<file path="config.mk">
export PLATFORM = sky130hd
export DESIGN_NAME = bullcow_display_flat
export DESIGN_NICKNAME = d
export VERILOG_FILES = /design/src/rtl/bullcow_display_if.sv /design/src/rtl/bullcow_display.sv /design/src/flat_wrapper.sv
export SDC_FILE = /design/constraint.sdc
export NUM_CORES = 1
export LEC_CHECK = 0
export CAP_MARGIN = 20
export CORE_MARGIN = 2
export CORE_UTILIZATION = 50
export DETAILED_ROUTE_END_ITERATION = 8
export DONT_BUFFER_PORTS = 1
export HOLD_SLACK_MARGIN = 0.05
export PLACE_DENSITY_LB_ADDON = 0.15
export SLEW_MARGIN = 20
export SYNTH_ARGS = -nofsm -noshare
export SYNTH_HDL_FRONTEND = slang
export SYNTH_SLANG_ARGS = --single-unit
</file>
<file path="constraint.sdc">
create_clock -name clock -period 2.7 [get_ports clock]
set_input_delay 0.54 -clock clock [delete_from_list [all_inputs] [get_ports clock]]
set_output_delay 0.54 -clock clock [all_outputs]
set_load 0.005 [all_outputs]
</file>
<file path="src/rtl/bullcow_display_if.sv">
// rtl/bullcow_display_if.sv - game-core result bus and seven-segment outputs for bullcow_display
interface bullcow_display_if;
    logic       result_valid;
    logic [2:0] bulls;
    logic [2:0] cows;
    logic       game_over;
    logic       winner;
    logic [7:0] points_j1;
    logic [7:0] points_j2;
    logic [2:0] phase;
    logic [7:0] an;
    logic [7:0] dec_cat;

    modport master (
        output result_valid, bulls, cows, game_over, winner,
               points_j1, points_j2, phase,
        input  an, dec_cat
    );

    modport slave (
        input  result_valid, bulls, cows, game_over, winner,
               points_j1, points_j2, phase,
        output an, dec_cat
    );
endinterface

</file>
<file path="src/rtl/bullcow_display.sv">
// rtl/bullcow_display.sv - score/result/winner view on an 8-digit multiplexed seven-segment display
module bullcow_display #(
    parameter int REFRESH_DIV = 100000,
    parameter int HOLD_CYCLES = 200000000,
    parameter int BLINK_DIV   = 50000000
) (
    input  logic             clock,
    input  logic             reset,
    bullcow_display_if.slave bus
);

    localparam int RW = $clog2(REFRESH_DIV);
    localparam int HW = $clog2(HOLD_CYCLES + 1);
    localparam int BW = $clog2(2 * BLINK_DIV);

    // Glyph codes: 0..15 are hex digits, the rest are letters and blank.
    localparam logic [4:0] C_BLANK = 5'd16;
    localparam logic [4:0] C_P     = 5'd17;
    localparam logic [4:0] C_B     = 5'd18;
    localparam logic [4:0] C_C     = 5'd19;

    typedef enum logic [1:0] {
        MODE_SCORE,
        MODE_RESULT,
        MODE_WIN
    } mode_t;

    mode_t       mode;
    mode_t       mode_nxt;
    logic        go_q;
    logic        go_rise;
    logic        latch_res;
    logic        hold_done;
    logic        blank_all;
    logic [RW-1:0] refresh_cnt;
    logic [2:0]  idx;
    logic [HW-1:0] hold_cnt;
    logic [BW-1:0] blink_cnt;
    logic [2:0]  bulls_l;
    logic [2:0]  cows_l;
    logic        winner_l;
    logic [4:0]  code;

    function automatic logic [7:0] glyph(input logic [4:0] c);
        case (c)
            5'd0:    glyph = 8'hC0;
            5'd1:    glyph = 8'hF9;
            5'd2:    glyph = 8'hA4;
            5'd3:    glyph = 8'hB0;
            5'd4:    glyph = 8'h99;
            5'd5:    glyph = 8'h92;
            5'd6:    glyph = 8'h82;
            5'd7:    glyph = 8'hF8;
            5'd8:    glyph = 8'h80;
            5'd9:    glyph = 8'h90;
            5'd10:   glyph = 8'h88;
            5'd11:   glyph = 8'h83;
            5'd12:   glyph = 8'hC6;
            5'd13:   glyph = 8'hA1;
            5'd14:   glyph = 8'h86;
            5'd15:   glyph = 8'h8E;
            C_P:     glyph = 8'h8C;
            C_B:     glyph = 8'h83;
            C_C:     glyph = 8'hA7;
            default: glyph = 8'hFF;
        endcase
    endfunction

    // A game_over level that is already high when reset releases counts as a rise.
    assign go_rise   = bus.game_over & ~go_q;
    // Ending the game outranks a simultaneous guess result, and WIN ignores results.
    assign latch_res = bus.result_valid & ~go_rise & (mode != MODE_WIN);
    assign hold_done = (hold_cnt == HW'(HOLD_CYCLES - 1));
    assign blank_all = (mode == MODE_WIN) && (blink_cnt >= BW'(BLINK_DIV));

    // Mode register and game_over edge history.
    always_ff @(posedge clock or negedge reset) begin
        if (!reset) begin
            mode <= MODE_SCORE;
            go_q <= 1'b0;
        end else begin
            mode <= mode_nxt;
            go_q <= bus.game_over;
        end
    end

    // Next mode: game_over rise, then result_valid, then the hold timer.
    always_comb begin
        mode_nxt = mode;
        case (mode)
            MODE_SCORE: begin
                if (go_rise)
                    mode_nxt = MODE_WIN;
                else if (bus.result_valid)
                    mode_nxt = MODE_RESULT;
            end
            MODE_RESULT: begin
                if (go_rise)
                    mode_nxt = MODE_WIN;
                else if (bus.result_valid)
                    mode_nxt = MODE_RESULT;
                else if (hold_done)
                    mode_nxt = MODE_SCORE;
            end
            MODE_WIN: begin
                if (!bus.game_over)
                    mode_nxt = MODE_SCORE;
            end
            default: mode_nxt = MODE_SCORE;
        endcase
    end

    // Result latch and hold timer; a fresh result restarts the hold.
    always_ff @(posedge clock or negedge reset) begin
        if (!reset) begin
            bulls_l  <= 3'd0;
            cows_l   <= 3'd0;
            hold_cnt <= '0;
        end else if (latch_res) begin
            bulls_l  <= bus.bulls;
            cows_l   <= bus.cows;
            hold_cnt <= '0;
        end else if (mode == MODE_RESULT) begin
            hold_cnt <= hold_cnt + 1'b1;
        end
    end

    // Winner latch and blink phase counter, restarted on entry to WIN.
    always_ff @(posedge clock or negedge reset) begin
        if (!reset) begin
            winner_l  <= 1'b0;
            blink_cnt <= '0;
        end else if (go_rise) begin
            winner_l  <= bus.winner;
            blink_cnt <= '0;
        end else if (mode == MODE_WIN) begin
            if (blink_cnt == BW'(2 * BLINK_DIV - 1))
                blink_cnt <= '0;
            else
                blink_cnt <= blink_cnt + 1'b1;
        end
    end

    // Digit scan: advance the active digit once per refresh period.
    always_ff @(posedge clock or negedge reset) begin
        if (!reset) begin
            refresh_cnt <= '0;
            idx         <= 3'd0;
        end else if (refresh_cnt == RW'(REFRESH_DIV - 1)) begin
            refresh_cnt <= '0;
            idx         <= idx + 3'd1;
        end else begin
            refresh_cnt <= refresh_cnt + 1'b1;
        end
    end

    // Content of the active digit for the current view.
    always_comb begin
        code = C_BLANK;
        case (mode)
            MODE_SCORE: begin
                case (idx)
                    3'd7:    code = {1'b0, bus.points_j1[7:4]};
                    3'd6:    code = {1'b0, bus.points_j1[3:0]};
                    3'd4:    code = {2'b00, bus.phase};
                    3'd1:    code = {1'b0, bus.points_j2[7:4]};
                    3'd0:    code = {1'b0, bus.points_j2[3:0]};
                    default: code = C_BLANK;
                endcase
            end
            MODE_RESULT: begin
                case (idx)
                    3'd7:    code = C_B;
                    3'd6:    code = {2'b00, bulls_l};
                    3'd3:    code = C_C;
                    3'd2:    code = {2'b00, cows_l};
                    default: code = C_BLANK;
                endcase
            end
            MODE_WIN: begin
                case (idx)
                    3'd7:    code = C_P;
                    3'd6:    code = 5'd1 + {4'd0, winner_l};
                    default: code = C_BLANK;
                endcase
            end
            default: code = C_BLANK;
        endcase
    end

    // Registered drivers so the anode and segment lines change together.
    always_ff @(posedge clock or negedge reset) begin
        if (!reset) begin
            bus.an      <= 8'hFF;
            bus.dec_cat <= 8'hFF;
        end else begin
            bus.an      <= blank_all ? 8'hFF : ~(8'h01 << idx);
            bus.dec_cat <= glyph(code);
        end
    end

endmodule

</file>
<file path="src/flat_wrapper.sv">
// flat-port wrapper written by rule: the top's interface ports become plain ports
module bullcow_display_flat 
#(
    parameter int REFRESH_DIV = 100000,
    parameter int HOLD_CYCLES = 200000000,
    parameter int BLINK_DIV   = 50000000
)
  (clock, reset, bus_result_valid, bus_bulls, bus_cows, bus_game_over, bus_winner, bus_points_j1, bus_points_j2, bus_phase, bus_an, bus_dec_cat);
  bullcow_display_if bus_i ();
  input  logic clock;
  input  logic reset;
  input wire logic [$bits(bus_i.result_valid)-1:0] bus_result_valid;
  input wire logic [$bits(bus_i.bulls)-1:0] bus_bulls;
  input wire logic [$bits(bus_i.cows)-1:0] bus_cows;
  input wire logic [$bits(bus_i.game_over)-1:0] bus_game_over;
  input wire logic [$bits(bus_i.winner)-1:0] bus_winner;
  input wire logic [$bits(bus_i.points_j1)-1:0] bus_points_j1;
  input wire logic [$bits(bus_i.points_j2)-1:0] bus_points_j2;
  input wire logic [$bits(bus_i.phase)-1:0] bus_phase;
  output wire logic [$bits(bus_i.an)-1:0] bus_an;
  output wire logic [$bits(bus_i.dec_cat)-1:0] bus_dec_cat;
  assign bus_i.result_valid = bus_result_valid;
  assign bus_i.bulls = bus_bulls;
  assign bus_i.cows = bus_cows;
  assign bus_i.game_over = bus_game_over;
  assign bus_i.winner = bus_winner;
  assign bus_i.points_j1 = bus_points_j1;
  assign bus_i.points_j2 = bus_points_j2;
  assign bus_i.phase = bus_phase;
  assign bus_an = bus_i.an;
  assign bus_dec_cat = bus_i.dec_cat;
  bullcow_display #(.REFRESH_DIV(REFRESH_DIV), .HOLD_CYCLES(HOLD_CYCLES), .BLINK_DIV(BLINK_DIV)) u_core (.clock(clock), .reset(reset), .bus(bus_i));
endmodule
</file>
# After elaboration in Yosys (flattened, before gate mapping)
# Memory sizes are Yosys's and may differ from the RTL's. A register that Yosys moved wholly into a read port is not among the register bits.
# Index checks and enable logic that the tools add are counted.
# totals
ff_bits,101
romBits,224
inputBits,30
out_inout_bits,16
word_cells,65
memories,1
# op_classes
add_sub_neg,5
n_lt_le_gt_ge,1
n_eq_ne,15
shift,1
muxes,18
bitwise_logic,6
reduce_logical,7
# mem_list
memory,words,width,read_ports,rd_clocked_by_memory_dff,wr,line,source
(name not given),32,7,1,1,0,bullcow_display.sv:45,case (c)
# ops
op,n
27-bit two-way mux,3
28-bit two-way mux,2
28-bit by 1-bit adder with 28-bit output (second input constant),1
28-bit == test (second input constant),1
27-bit by 1-bit adder with 27-bit output (second input constant),1
27-bit == test (second input constant),1
27-bit by 26-bit greater-or-equal comparator with 1-bit output (second input constant),1
5-bit one-hot mux with 5 select lines,1
5-bit one-hot mux with 4 select lines,1
17-bit by 1-bit adder with 17-bit output (second input constant),1
17-bit == test (second input constant),1
17-bit two-way mux,1
5-bit one-hot mux with 3 select lines,1
2-bit two-way mux,6
5-bit one-hot mux with 2 select lines,1
3-bit == test (second input constant),3
8-bit two-way mux,1
8-bit inverter,1
1-bit by 3-bit left shift with 8-bit output (first input constant),1
3-bit by 2-bit == test with 1-bit output (second input constant),2
2-bit one-hot mux with 3 select lines,1
2-bit inequality test (second input constant),2
4-bit by 2-bit inequality test with 1-bit output (second input constant),1
2-bit nonzero test,2
other kinds (13),16

# Logic depth before layout (Yosys ltp)
# logic_depth
ltp_word,6
ltp_mapped,13
mapped_depth_nobuf,12

# Least setup slack after synthesis
# OpenSTA, ideal clock, no wires.
# synth_path
kind,flip-flop to flip-flop
start,register u_core.idx[1]
end,register u_core.bus.dec_cat[3]
setup_time_ns,0.080
arrival_time_ns,2.513
t_required_ns,2.620
slack_ns,0.107
stages_incl_launch_ff,12
n_path_buf,1
synth_period_minus_slack_ns,2.593
cell_sequence,dfrtp_1 > ha_1 > ha_1 > clkbuf_1 > a222oi_1 > a21boi_0 > o221ai_1 > inv_1 > ha_1 > mux2i_1 > a221o_1 > o21ai_0
# synth_via
elab_chain_cells,3
word_cells_on_any_way,11
cone_classes,6 x eq/ne; 4 x mux; 1 x reduce/logical
# synth_rtl
item,line,source
from (decl),bullcow_display.sv:36,logic [2:0] idx;
from (signal assigned),bullcow_display.sv:151,idx <= idx + 3'd1;
3-bit by 1-bit == test with 1-bit output (tied with other cells),bullcow_display.sv:162,case (idx)
5-bit one-hot mux with 5 select lines (tied with other cells),bullcow_display.sv:162,
5-bit one-hot mux with 3 select lines (*),bullcow_display.sv:160,case (mode)
to (decl),bullcow_display_if.sv:23,"output an, dec_cat"
# Every way passes the cells marked *; elsewhere a longest branch is shown, timed or not.
# A chain may end at the register's enable or synchronous reset.

# Worst setup path in the final report
# layout_path
start,register u_core.idx[0]
end,register u_core.bus.dec_cat[2]
# The elaborated chain is that of the path after synthesis.

==> impl_metrics.json <==
{
  "status": "finished, violations left",
  "violations": "negative hold slack",
  "period_minus_slack_ps": 2549,
  "vias": 3990,
  "p_leak_nw": 2.592,
  "drt-total-wl_mm": 11.04,
  "crit_family": "compound AO/OA/AOI/OAI gates",
  "power.clock.fraction_pct": 33.7,
  "worstMarginPinSlew_ps": 704.4,
  "fin_cells": 716,
  "ant_nets": 0,
  "required_ps": 3000,
  "multi_input_comb_area_sq_mm": 0.002740,
  "crit_cells": 11,
  "async_reset_ff_share_pct": 100.0,
  "grt_pass1_wl_mm": 18.42,
  "synth.distinct_cells": 68,
  "synth.top_cells.by_count": "dfrtp_1, nor2_1, nand2_1",
  "clock-sinks": 100,
  "fin_nets": 617,
  "grt_max_degree": 101,
  "rows": 38,
  "clock.fmax_mhz": 392.3,
  "swShare_pct": 25.27,
  "clock-root-buffer": "clkbuf_8",
  "gp_congestion": 0.8646,
  "worst-path-buf-inv": 3,
  "hp-class": "input port to asynchronous set/reset pin",
  "crit_slowest_cell": "dfrtp_1",
  "grt.overflow.total": 0,
  "first_global_vias": 3926,
  "seq_power_share_pct": 56.2,
  "setup_viol": 0,
  "irDropWorstVdd_mv": 0.3916,
  "netlist_instances": 558,
  "p_per_area_mw_per_mm2": 495.1,
  "slowest_delay_ps": 410,
  "synth_top_area_share_pct": 39.08,
  "pre_cts_ws_ps": 99.99,
  "cp-start-kind": "register",
  "num-fill-cells": 986,
  "start_util_pct": 50.65,
  "timing.hold.ws_ps": -146.6,
  "cts_tree": "done",
  "post-dp-hpwl_mm": 7.676,
  "die_w_microns": 108.3,
  "grt_use_total_pct": 19.78,
  "h-tree-depth": 3,
  "intPower_mw": 2.172,
  "portBuffers": 0,
  "ys_warn_count": 0,
  "clk_path_buf_depth": 2,
  "cp_cell_sequence": "inv_1 -> ha_1 -> a22o_1 -> a222oi_1 -> a21boi_0 -> o221ai_2 -> inv_1 -> buf_4 -> ha_1 -> o21ai_0 -> a221o_1",
  "seq_area_sq_mm": 0.002521,
  "fin_crit_sh_pct": 94.42,
  "drive_gt1_share_pct": 13.39,
  "clk_latency_ps": 370,
  "dieArea_sq_mm": 0.01174,
  "crit_path_end_kind": "register",
  "die_h_microns": 108.3,
  "syn_to_final_growth_pct": 7.839,
  "power.switching_mw": 0.7342,
  "power_mw": 2.906,
  "cts_buffers": 9,
  "synth_top_cells_by_area": "dfrtp_1, dfstp_2, xor2_1",
  "synth_nets": 605,
  "pwr-share-comb_pct": 10.2,
  "wl_per_cell_microns": 15.42,
  "synth_edf_count": 0,
  "firstDrtPassIters": 4,
  "r2r_cells": 11,
  "cp_max_fo": 4,
  "drtIter0Drc": 254,
  "skew_ps": 9.794,
  "final_core_util_pct": 54.62,
  "via_per_inst": 5.573,
  "final_hold_viol_count": 85,
  "core_region_area_sq_mm": 0.01075,
  "fin_ws_ps": 150.7,
  "avgSynthCellArea_sq_um": 9.754,
  "synthFlopType": "dfrtp_1",
  "slew-limit-headroom_pct": 52.86,
  "drc": 0,
  "dp_cells": 697,
  "synth_area_sq_mm": 0.005443,
  "crit_type": "register to register",
  "crit_arrival_ps": 2850,
  "yosysMostFrequentCell": "dfrtp_1",
  "antenna_found_initial": 0,
  "cts.reportedPaths.clkPinSlew_ps": 90,
  "synth_top_cell_by_area": "dfrtp_1",
  "timing.max_cap.violations": 0,
  "io_pins": 46,
  "yosys_register_bits": 100,
  "ys_seq_area_share_pct": 46.32,
  "slew_viol_final": 0
}
==> worst reg2reg max path, cell delays in order, from the launching register on <==
cell and delay (ps):
dfrtp_1 410, inv_1 110, ha_1 230, a22o_1 240
a222oi_1 200, a21boi_0 290, o221ai_2 180, inv_1 110
buf_4 130, ha_1 190, o21ai_0 100, a221o_1 310
==> cells by family after synthesis <==
| kind of cell | share of synthesized area (%) |
|---|---|
| simple gates | 23.59 |
| flops | 46.32 |
| compound gates | 10.71 |
| xor+xnor | 9.011 |
| buf+inv | 3.448 |
| fa+ha+maj | 3.908 |
| mux | 2.943 |
| other cells | 0.06890 |
==> final cells by class <==
cell class              count  share of cell area [%]
clock inverters             6                   1.087
inverters                  17                   1.087
repair buffers             22                   2.814
clock buffers              10                   2.345
well taps                 140                   2.984
diodes                      1                 0.04263
multi-input cells         420                   46.69
flip-flops and latches    100                   42.95
==> per-stage QoR <==
stage          area, sq um  setup TNS [ps]
2_1_floorplan         5443               0
3_3_place_gp          5644               0
3_5_place_dp          5644               0
4_1_cts               5846               0
5_1_grt               5867          -41.02
6_report              5869               0
==> routing by layer <==
metal	vias up	global-route usage (%)	wire length, microns
li1	1969	-	-
met1	1948	26.07	5239
met2	65	31.94	5287
met3	8	5.546	415
met4	0	5.769	100
met5	-	0	0
==> power groups by stage <==
| stage | registers, mW | logic (mW) | clock network [mW] |
|---|---|---|---|
| after floorplan | 1.65 | 0.229 | 0 |
| after global placement | 1.66 | 0.279 | 0 |
| after detailed placement | 1.66 | 0.287 | 0 |
| after CTS | 1.63 | 0.288 | 1.01 |
| after global routing | 1.64 | 0.326 | 1.08 |
| final | 1.63 | 0.295 | 0.978 |
==> sequential cells by signal (all words and copies together), names as in the netlist, 2 cells and up <==
name / count
u_core.blink_cnt: 27
u_core.cows_l: 3
u_core.bulls_l: 3
u_core.bus.an: 8
u_core.refresh_cnt: 17
u_core.hold_cnt: 28
u_core.idx: 3
u_core.bus.dec_cat: 7
u_core.mode: 2
==> what timing repair did <==
action / in CTS / in global routing
setup buffers: 0 / 2
setup endpoints to repair: 0 / 5
gates resized for setup: 0 / 1
endpoints found under the hold margin: 100 / 100
==> layout by cell type (no fill, tap or decap), drive strengths merged, types with 4 or more instances in the layout <==
| cell type | Yosys | final |
|---|---|---|
| a21oi | 18 | 18 |
| a22o | 5 | 5 |
| a31oi | 7 | 7 |
| and2 | 7 | 7 |
| and3 | 17 | 17 |
| buf | 14 | 22 |
| clkbuf | 7 | 10 |
| clkinv | 0 | 4 |
| dfrtp | 85 | 85 |
| dfstp | 15 | 15 |
| ha | 17 | 17 |
| inv | 17 | 17 |
| mux2 | 8 | 8 |
| mux2i | 7 | 7 |
| nand2 | 48 | 48 |
| nand3 | 34 | 34 |
| nand4 | 15 | 15 |
| nor2 | 72 | 72 |
| nor2b | 8 | 8 |
| nor3 | 15 | 15 |
| nor4 | 6 | 6 |
| o21a | 4 | 4 |
| o21ai | 17 | 17 |
| or3 | 6 | 6 |
| xnor2 | 22 | 22 |
| xor2 | 34 | 34 |
==> worst paths after layout <==
check	from	end	slack, ps
min in group clock	bus_game_over	u_core.go_q	190
max	u_core.idx[0]	u_core.bus.dec_cat[2]	150
min reg2reg	u_core.refresh_cnt[0]	u_core.refresh_cnt[0]	490
min	reset	u_core.hold_cnt[5]	-150
max in group asynchronous	reset	u_core.bus.an[6]	2630
max reg2reg	u_core.idx[0]	u_core.bus.dec_cat[2]	150
No activity file was read; power rests on OpenSTA's default activity.
